### src/rtl/br_tx_queue_pkg.sv
// Shared DMNI definitions for the BrLite transmit queue: the BrLite output
// payload, the cfg MMR register map and the STATUS word bit offsets.
package br_tx_queue_pkg;

    // Payload presented to the BrLite router local port (MSB first).
    typedef struct packed {
        logic [1:0]  service;
        logic [7:0]  ksvc;
        logic [15:0] target;
        logic [15:0] producer;
        logic [31:0] payload;
    } brlite_out_t;

    // cfg MMR register select.
    typedef enum logic [3:0] {
        TXQ_SERVICE  = 4'd0,
        TXQ_KSVC     = 4'd1,
        TXQ_TARGET   = 4'd2,
        TXQ_PRODUCER = 4'd3,
        TXQ_PAYLOAD  = 4'd4,
        TXQ_PUSH     = 4'd5,
        TXQ_FLUSH    = 4'd6,
        TXQ_IRQ_EN   = 4'd7,
        TXQ_IRQ_ACK  = 4'd8,
        TXQ_STATUS   = 4'd9
    } br_txq_mmr_t;

    // STATUS flag positions, relative to the top of the occupancy count field.
    // The absolute bit index is CNT_W + <offset>.
    localparam int STAT_BUSY_OFS     = 0;
    localparam int STAT_REQ_OFS      = 1;
    localparam int STAT_EMPTY_OFS    = 2;
    localparam int STAT_FULL_OFS     = 3;
    localparam int STAT_DRAINED_OFS  = 4;
    localparam int STAT_OVERFLOW_OFS = 5;

endpackage

### src/rtl/br_txq_fifo.sv
// Generic circular buffer used as the BrLite transmit queue. Supports a
// flush that optionally keeps the current head entry (the one in flight).
module br_txq_fifo #(
    parameter int DEPTH = 4,
    parameter int WIDTH = 8,
    parameter int CNT_W = $clog2(DEPTH + 1)
) (
    input  logic             clk_i,
    input  logic             rst_ni,
    input  logic             push_i,
    input  logic             pop_i,
    input  logic             flush_i,
    input  logic             flush_keep_head_i,
    input  logic [WIDTH-1:0] data_i,
    output logic [WIDTH-1:0] head_o,
    output logic [CNT_W-1:0] count_o,
    output logic             full_o,
    output logic             empty_o
);

    localparam int PTR_W = $clog2(DEPTH);

    logic [WIDTH-1:0] mem_q [DEPTH];
    logic [PTR_W-1:0] rd_ptr_q;
    logic [PTR_W-1:0] wr_ptr_q;
    logic [PTR_W-1:0] rd_ptr_nxt;
    logic [CNT_W-1:0] count_q;
    logic             pop_ok;
    logic             push_ok;
    logic             keep_head;

    assign count_o = count_q;
    assign full_o  = (count_q == CNT_W'(DEPTH));
    assign empty_o = (count_q == '0);
    assign head_o  = mem_q[rd_ptr_q];

    // A push into a full queue is only accepted when the head leaves in the
    // same cycle; a flush always discards a coincident push. A head that pops
    // in the flush cycle is not kept.
    always_comb begin
        pop_ok     = pop_i && !empty_o;
        push_ok    = push_i && !flush_i && (!full_o || pop_ok);
        keep_head  = flush_keep_head_i && !pop_ok && !empty_o;
        rd_ptr_nxt = rd_ptr_q + PTR_W'(pop_ok);
    end

    // Entry storage; cleared on reset so the head reads zero while empty.
    always_ff @(posedge clk_i or negedge rst_ni) begin
        if (!rst_ni) begin
            for (int i = 0; i < DEPTH; i++) begin
                mem_q[i] <= '0;
            end
        end else if (push_ok) begin
            mem_q[wr_ptr_q] <= data_i;
        end
    end

    // Pointers wrap naturally because DEPTH is a power of two.
    always_ff @(posedge clk_i or negedge rst_ni) begin
        if (!rst_ni) begin
            rd_ptr_q <= '0;
            wr_ptr_q <= '0;
            count_q  <= '0;
        end else if (flush_i) begin
            rd_ptr_q <= rd_ptr_nxt;
            wr_ptr_q <= rd_ptr_nxt + PTR_W'(keep_head);
            count_q  <= CNT_W'(keep_head);
        end else begin
            rd_ptr_q <= rd_ptr_nxt;
            if (push_ok) begin
                wr_ptr_q <= wr_ptr_q + PTR_W'(1);
            end
            count_q <= count_q + CNT_W'(push_ok) - CNT_W'(pop_ok);
        end
    end

endmodule

### src/rtl/br_tx_queue.sv
// BrLite send path with a DEPTH-entry transmit queue. The CPU stages an entry
// through the cfg MMR bus and pushes it; the queue head is offered to the
// router local port with a registered req and a one-cycle ack pulse.
module br_tx_queue
    import br_tx_queue_pkg::*;
#(
    parameter int DEPTH = 4,
    parameter int CNT_W = $clog2(DEPTH + 1)
) (
    input  logic        clk_i,
    input  logic        rst_ni,
    input  logic        cfg_en_i,
    input  logic        cfg_we_i,
    input  br_txq_mmr_t cfg_addr_i,
    input  logic [31:0] cfg_data_i,
    output logic [31:0] cfg_data_o,
    output logic        irq_o,
    input  logic        br_local_busy_i,
    output logic        br_req_o,
    input  logic        br_ack_i,
    output brlite_out_t br_data_o
);

    localparam int ENTRY_W = $bits(brlite_out_t);

    brlite_out_t        staging_q;
    logic [1:0]         irq_en_q;
    logic               drained_q;
    logic               overflow_q;
    logic               req_q;

    logic [ENTRY_W-1:0] fifo_head;
    logic [CNT_W-1:0]   fifo_count;
    logic               fifo_full;
    logic               fifo_empty;

    logic               cfg_wr;
    logic               push_wr;
    logic               flush_wr;
    logic               irq_ack_wr;
    logic               pop;
    logic               push_acc;
    logic               drained_set;
    logic               overflow_set;
    logic [31:0]        status;

    // Decode MMR writes and the handshake events that drive the flags. The
    // queue counts as drained when an ack leaves it empty, including an ack
    // that coincides with a flush.
    always_comb begin
        cfg_wr       = cfg_en_i && cfg_we_i;
        push_wr      = cfg_wr && (cfg_addr_i == TXQ_PUSH);
        flush_wr     = cfg_wr && (cfg_addr_i == TXQ_FLUSH) && cfg_data_i[0];
        irq_ack_wr   = cfg_wr && (cfg_addr_i == TXQ_IRQ_ACK);
        pop          = req_q && br_ack_i;
        push_acc     = push_wr && !flush_wr && (!fifo_full || pop);
        drained_set  = pop && !push_acc && ((fifo_count == CNT_W'(1)) || flush_wr);
        overflow_set = push_wr && !flush_wr && fifo_full && !pop;
    end

    br_txq_fifo #(
        .DEPTH (DEPTH),
        .WIDTH (ENTRY_W),
        .CNT_W (CNT_W)
    ) u_fifo (
        .clk_i             (clk_i),
        .rst_ni            (rst_ni),
        .push_i            (push_wr),
        .pop_i             (pop),
        .flush_i           (flush_wr),
        .flush_keep_head_i (req_q),
        .data_i            (staging_q),
        .head_o            (fifo_head),
        .count_o           (fifo_count),
        .full_o            (fifo_full),
        .empty_o           (fifo_empty)
    );

    assign br_data_o = brlite_out_t'(fifo_head);
    assign br_req_o  = req_q;
    assign irq_o     = (irq_en_q[0] && drained_q) || (irq_en_q[1] && overflow_q);

    // Staging registers and interrupt enables; staging persists across pushes.
    always_ff @(posedge clk_i or negedge rst_ni) begin
        if (!rst_ni) begin
            staging_q <= '0;
            irq_en_q  <= '0;
        end else if (cfg_wr) begin
            case (cfg_addr_i)
                TXQ_SERVICE:  staging_q.service  <= cfg_data_i[1:0];
                TXQ_KSVC:     staging_q.ksvc     <= cfg_data_i[7:0];
                TXQ_TARGET:   staging_q.target   <= cfg_data_i[15:0];
                TXQ_PRODUCER: staging_q.producer <= cfg_data_i[15:0];
                TXQ_PAYLOAD:  staging_q.payload  <= cfg_data_i;
                TXQ_IRQ_EN:   irq_en_q           <= cfg_data_i[1:0];
                default:      ;
            endcase
        end
    end

    // Sticky drained/overflow flags; a set event beats a coincident clear.
    always_ff @(posedge clk_i or negedge rst_ni) begin
        if (!rst_ni) begin
            drained_q  <= 1'b0;
            overflow_q <= 1'b0;
        end else begin
            drained_q  <= drained_set  || (drained_q  && !(irq_ack_wr && cfg_data_i[0]));
            overflow_q <= overflow_set || (overflow_q && !(irq_ack_wr && cfg_data_i[1]));
        end
    end

    // Request holds until acked regardless of busy; it drops for at least one
    // cycle after each ack and never rises into a queue that is being flushed.
    always_ff @(posedge clk_i or negedge rst_ni) begin
        if (!rst_ni) begin
            req_q <= 1'b0;
        end else if (req_q) begin
            if (br_ack_i) begin
                req_q <= 1'b0;
            end
        end else if (!fifo_empty && !br_local_busy_i && !br_ack_i && !flush_wr) begin
            req_q <= 1'b1;
        end
    end

    // Combinational read port; only STATUS returns non-zero data.
    always_comb begin
        status                                  = '0;
        status[CNT_W-1:0]                       = fifo_count;
        status[CNT_W + STAT_BUSY_OFS]           = br_local_busy_i;
        status[CNT_W + STAT_REQ_OFS]            = req_q;
        status[CNT_W + STAT_EMPTY_OFS]          = fifo_empty;
        status[CNT_W + STAT_FULL_OFS]           = fifo_full;
        status[CNT_W + STAT_DRAINED_OFS]        = drained_q;
        status[CNT_W + STAT_OVERFLOW_OFS]       = overflow_q;
        cfg_data_o = (cfg_en_i && !cfg_we_i && (cfg_addr_i == TXQ_STATUS)) ? status : 32'h0;
    end

endmodule

### config.mk
export PLATFORM = sky130hd
export DESIGN_NAME = br_tx_queue
export DESIGN_NICKNAME = d
export VERILOG_FILES = /design/src/rtl/br_tx_queue_pkg.sv /design/src/rtl/br_txq_fifo.sv /design/src/rtl/br_tx_queue.sv
export SDC_FILE = /design/constraint.sdc
export NUM_CORES = 1
export LEC_CHECK = 0
export CAP_MARGIN = 20
export CELL_PAD_IN_SITES_DETAIL_PLACEMENT = 1
export CELL_PAD_IN_SITES_GLOBAL_PLACEMENT = 2
export CORE_MARGIN = 2
export CORE_UTILIZATION = 35
export DETAILED_ROUTE_END_ITERATION = 7
export DONT_BUFFER_PORTS = 1
export PLACE_DENSITY = 0.71
export SLEW_MARGIN = 5
export SYNTH_ARGS = -nofsm -noshare
export SYNTH_HDL_FRONTEND = slang
export SYNTH_SLANG_ARGS = --single-unit
### constraint.sdc
create_clock -name clk_i -period 3.35 [get_ports clk_i]
set_input_delay 0.67 -clock clk_i [delete_from_list [all_inputs] [get_ports clk_i]]
set_output_delay 0.67 -clock clk_i [all_outputs]
set_load 0.005 [all_outputs]
==> results.md <==
* Comb pwr share at 16.5%
* Post-DRT Antenna Nets at 0
* Clock Root Buffer: clkbuf_16
* Clock Power Share at 37.7%
* Number of buffers added on ports at 0
* Crit Path Max Fanout at 54
* Worst-Skew Late Latency at 570 ps
* Max-Cap Viols at 0
* Seq/Total Area, Yosys at 54.1%
* Share of layout cells above drive strength 1 at 51.5%
* Fill cells at 4892
* Total power at 12.4 mW
* Worst Path Required at 2680 ps
* Clock buffer count from CTS at 44
* P_int at 9.02 mW
* Async S/R FF share, synth at 100%
* Remaining DRCs at 0
* Io pins at 150
* RD Place Congestion at 0.714
* Final hold vios at 135
* Final net count at 1047
* WL per Instance at 23.5 um
* CTS tree: done
* Fin area at 19600 um^2
* CP max stage cell: dfrtp_4
* Share of the synthesized area in the top cell type at 54.1%
* Sw power at 3.42 mW
* Final Cycle Share at 84.5%
* PostCTS Resize Cnt at 0
* Switching Fraction at 27.5%
* Chip width at 229 um
* Rel. slew slack at -1.12%
* Syn avg cell area at 17.7 um^2
* Max-slew violations at 26
* Yosys reg bits at 382
* Nature of the critical path endpoint: output pin
* Synth Cell Area at 17700 um^2
* Vias in the first global route at 9743
* Initial antenna violation count at 1
* Initial DRC count at 433
* Hold WC Path Type: primary input to async pin
* Core Region at 50000 um^2
* GR Overflow Total at 0
* Clk sinks at 382
* Area of placed instances at 18200 um^2
* Die Footprint at 52300 um^2
* Synth-to-Final Area Change at 11.1%
* Wirelength, routed at 40000 um
* Hold_ws at -191 ps
* Finish-stage setup viols at 0
* Leak Pwr at 9.03 nW
* Post-layout util at 39.3%
* # rows at 82
* Critical path cell sequence: buf_12 > mux4_2
* Die Height at 229 um
* Sequential share of power at 45.8%
* Largest net degree at the start of global routing at 383
* Least-Margin Pin Slew at 1520 ps
* Via density at 5.04
* Max incr delay on CP at 690 ps
* Top_reg_cell synth: dfrtp_1
* Outcome: complete, but fails checks
* Crit Path Class: flip-flop to output pin
* Violated checks: hold timing, slew limit
* Syn Inst Count at 996
* Max frequency at 353 MHz
* Detailed Routing Iterations Pass 1 at 4
* Final TNS setup at 0 ps
* Synth warn at 0
* HPWL Detailed at 22800 um
* First-pass GRT wire length at 62600 um
* Worst EP arrival at 2160 ps
* Top post-synthesis cells by area: dfrtp_1 (54%), mux2_4 (21%), mux4_2 (9.4%), mux2_2 (7.3%), buf_6 (1.9%)
* H-tree Lvls at 2
* Final min period at 2830 ps
* Clock skew at 16.9 ps
* Post-CTS setup buffers at 0
* VDD IR max at 0.555 mV
* Total number of vias at 8574
* # diodes at 0
* Synth area leader: dfrtp_1
* Post-synth EDFFs at 0
* Initial Utilization at 35.3%
* Setup crit start kind: flip-flop
* Clock slew seen by the registers of the worst setup and hold paths at 60 ps
* Total track usage at 15.6%
* Post-synthesis cell type count at 43
* RSZ-0062 raised after global routing: false
* Pwr dens at 634 nW/um^2
* Clk buf depth at 3
[flip-flops by register name (all words and copies together), names as in the netlist]
register / count
u_fifo.mem_q: 296
staging_q: 74
u_fifo.wr_ptr_q: 2
drained_q: 1
irq_en_q: 2
u_fifo.rd_ptr_q: 2
u_fifo.count_o: 3
br_req_o: 1
overflow_q: 1
[per-layer routing]
| metal | GRT usage (%) | wire, um |
|---|---|---|
| met1 | 20.5 | 17800 |
| met3 | 4.49 | 2360 |
| met5 | 0 | 0 |
| met2 | 25.6 | 19200 |
| met4 | 3.17 | 606 |
[layout by cell type (no fill, tap or decap), drive strengths merged, types with 3 or more instances in the layout]
master	instances
mux2	373
nand3b	5
clkinv	13
conb	23
ha	8
nor3	3
and3	3
inv	8
mux4	74
nand2	7
buf	14
dfrtp	382
and2	10
nor2b	3
a211oi	4
nor2	6
clkbuf	62
[final timing paths]
check | from | cells past startpoint | to | slack, ps
max | u_fifo.rd_ptr_q[1] | 2 | br_data_o[15] | 520
max in group asynchronous | rst_ni | 0 | u_fifo.rd_ptr_q[1] | 2180
min | rst_ni | 0 | staging_q[29] | -190
min reg2reg | u_fifo.mem_q[82] | 1 | u_fifo.mem_q[82] | 500
min in group clk_i | br_ack_i | 1 | br_req_o | 160
max reg2reg | u_fifo.count_o[1] | 10 | u_fifo.count_o[2] | 720
[cells by family after synthesis]
logic type,count (synthesis),synth area share (%)
xor+xnor,3,0.149
fa+ha+maj,9,0.680
other cells,1,0.0212
flops,382,54.1
simple gates,44,1.64
mux,447,38.5
buf+inv,90,3.81
compound gates,20,1.06
[cells in the mapped netlist, drive strengths merged (3+ instances only)]
library cell  instances
dfrtp               382
mux2                373
buf                  80
mux4                 74
and2                 10
ha                    8
inv                   8
nand2                 7
nor2                  6
nand3b                5
a211oi                4
and3                  3
nor2b                 3
nor3                  3
[layout make-up]
| cell class | instances | area, um^2 | area share [%] |
|---|---|---|---|
| repair buffers | 14 | 243 | 1.24 |
| well taps | 672 | 841 | 4.28 |
| inverters | 8 | 30.0 | 0.153 |
| multi-input cells | 546 | 7540 | 38.4 |
| clock buffers | 62 | 1240 | 6.31 |
| clock inverters | 16 | 166 | 0.848 |
| flip-flops and latches | 382 | 9570 | 48.8 |
[worst max-delay path: cells and delay by family (launching register included)]
kind,cells,cell delay (ps)
DFF,1,690
muxes,1,430
buffers and inverters,1,420
[metrics by stage]
step / instances / setup slack [ps]
final: 1700 / 521
after global routing: 1700 / 399
after CTS: 1700 / 446
after detailed placement: 1622 / 709
after global placement: 1622 / 602
after floorplan: 1018 / 937
[power groups by stage]
stage                     logic, mW  registers [mW]  clock network [mW]
after floorplan                1.73            5.51                   0
after global placement         2.07            5.74                   0
after detailed placement       2.10            5.77                   0
after CTS                      2.11            5.70                4.87
after global routing           2.22            5.79                5.04
final                          2.06            5.69                4.69
(Power assumes the default switching activity.)
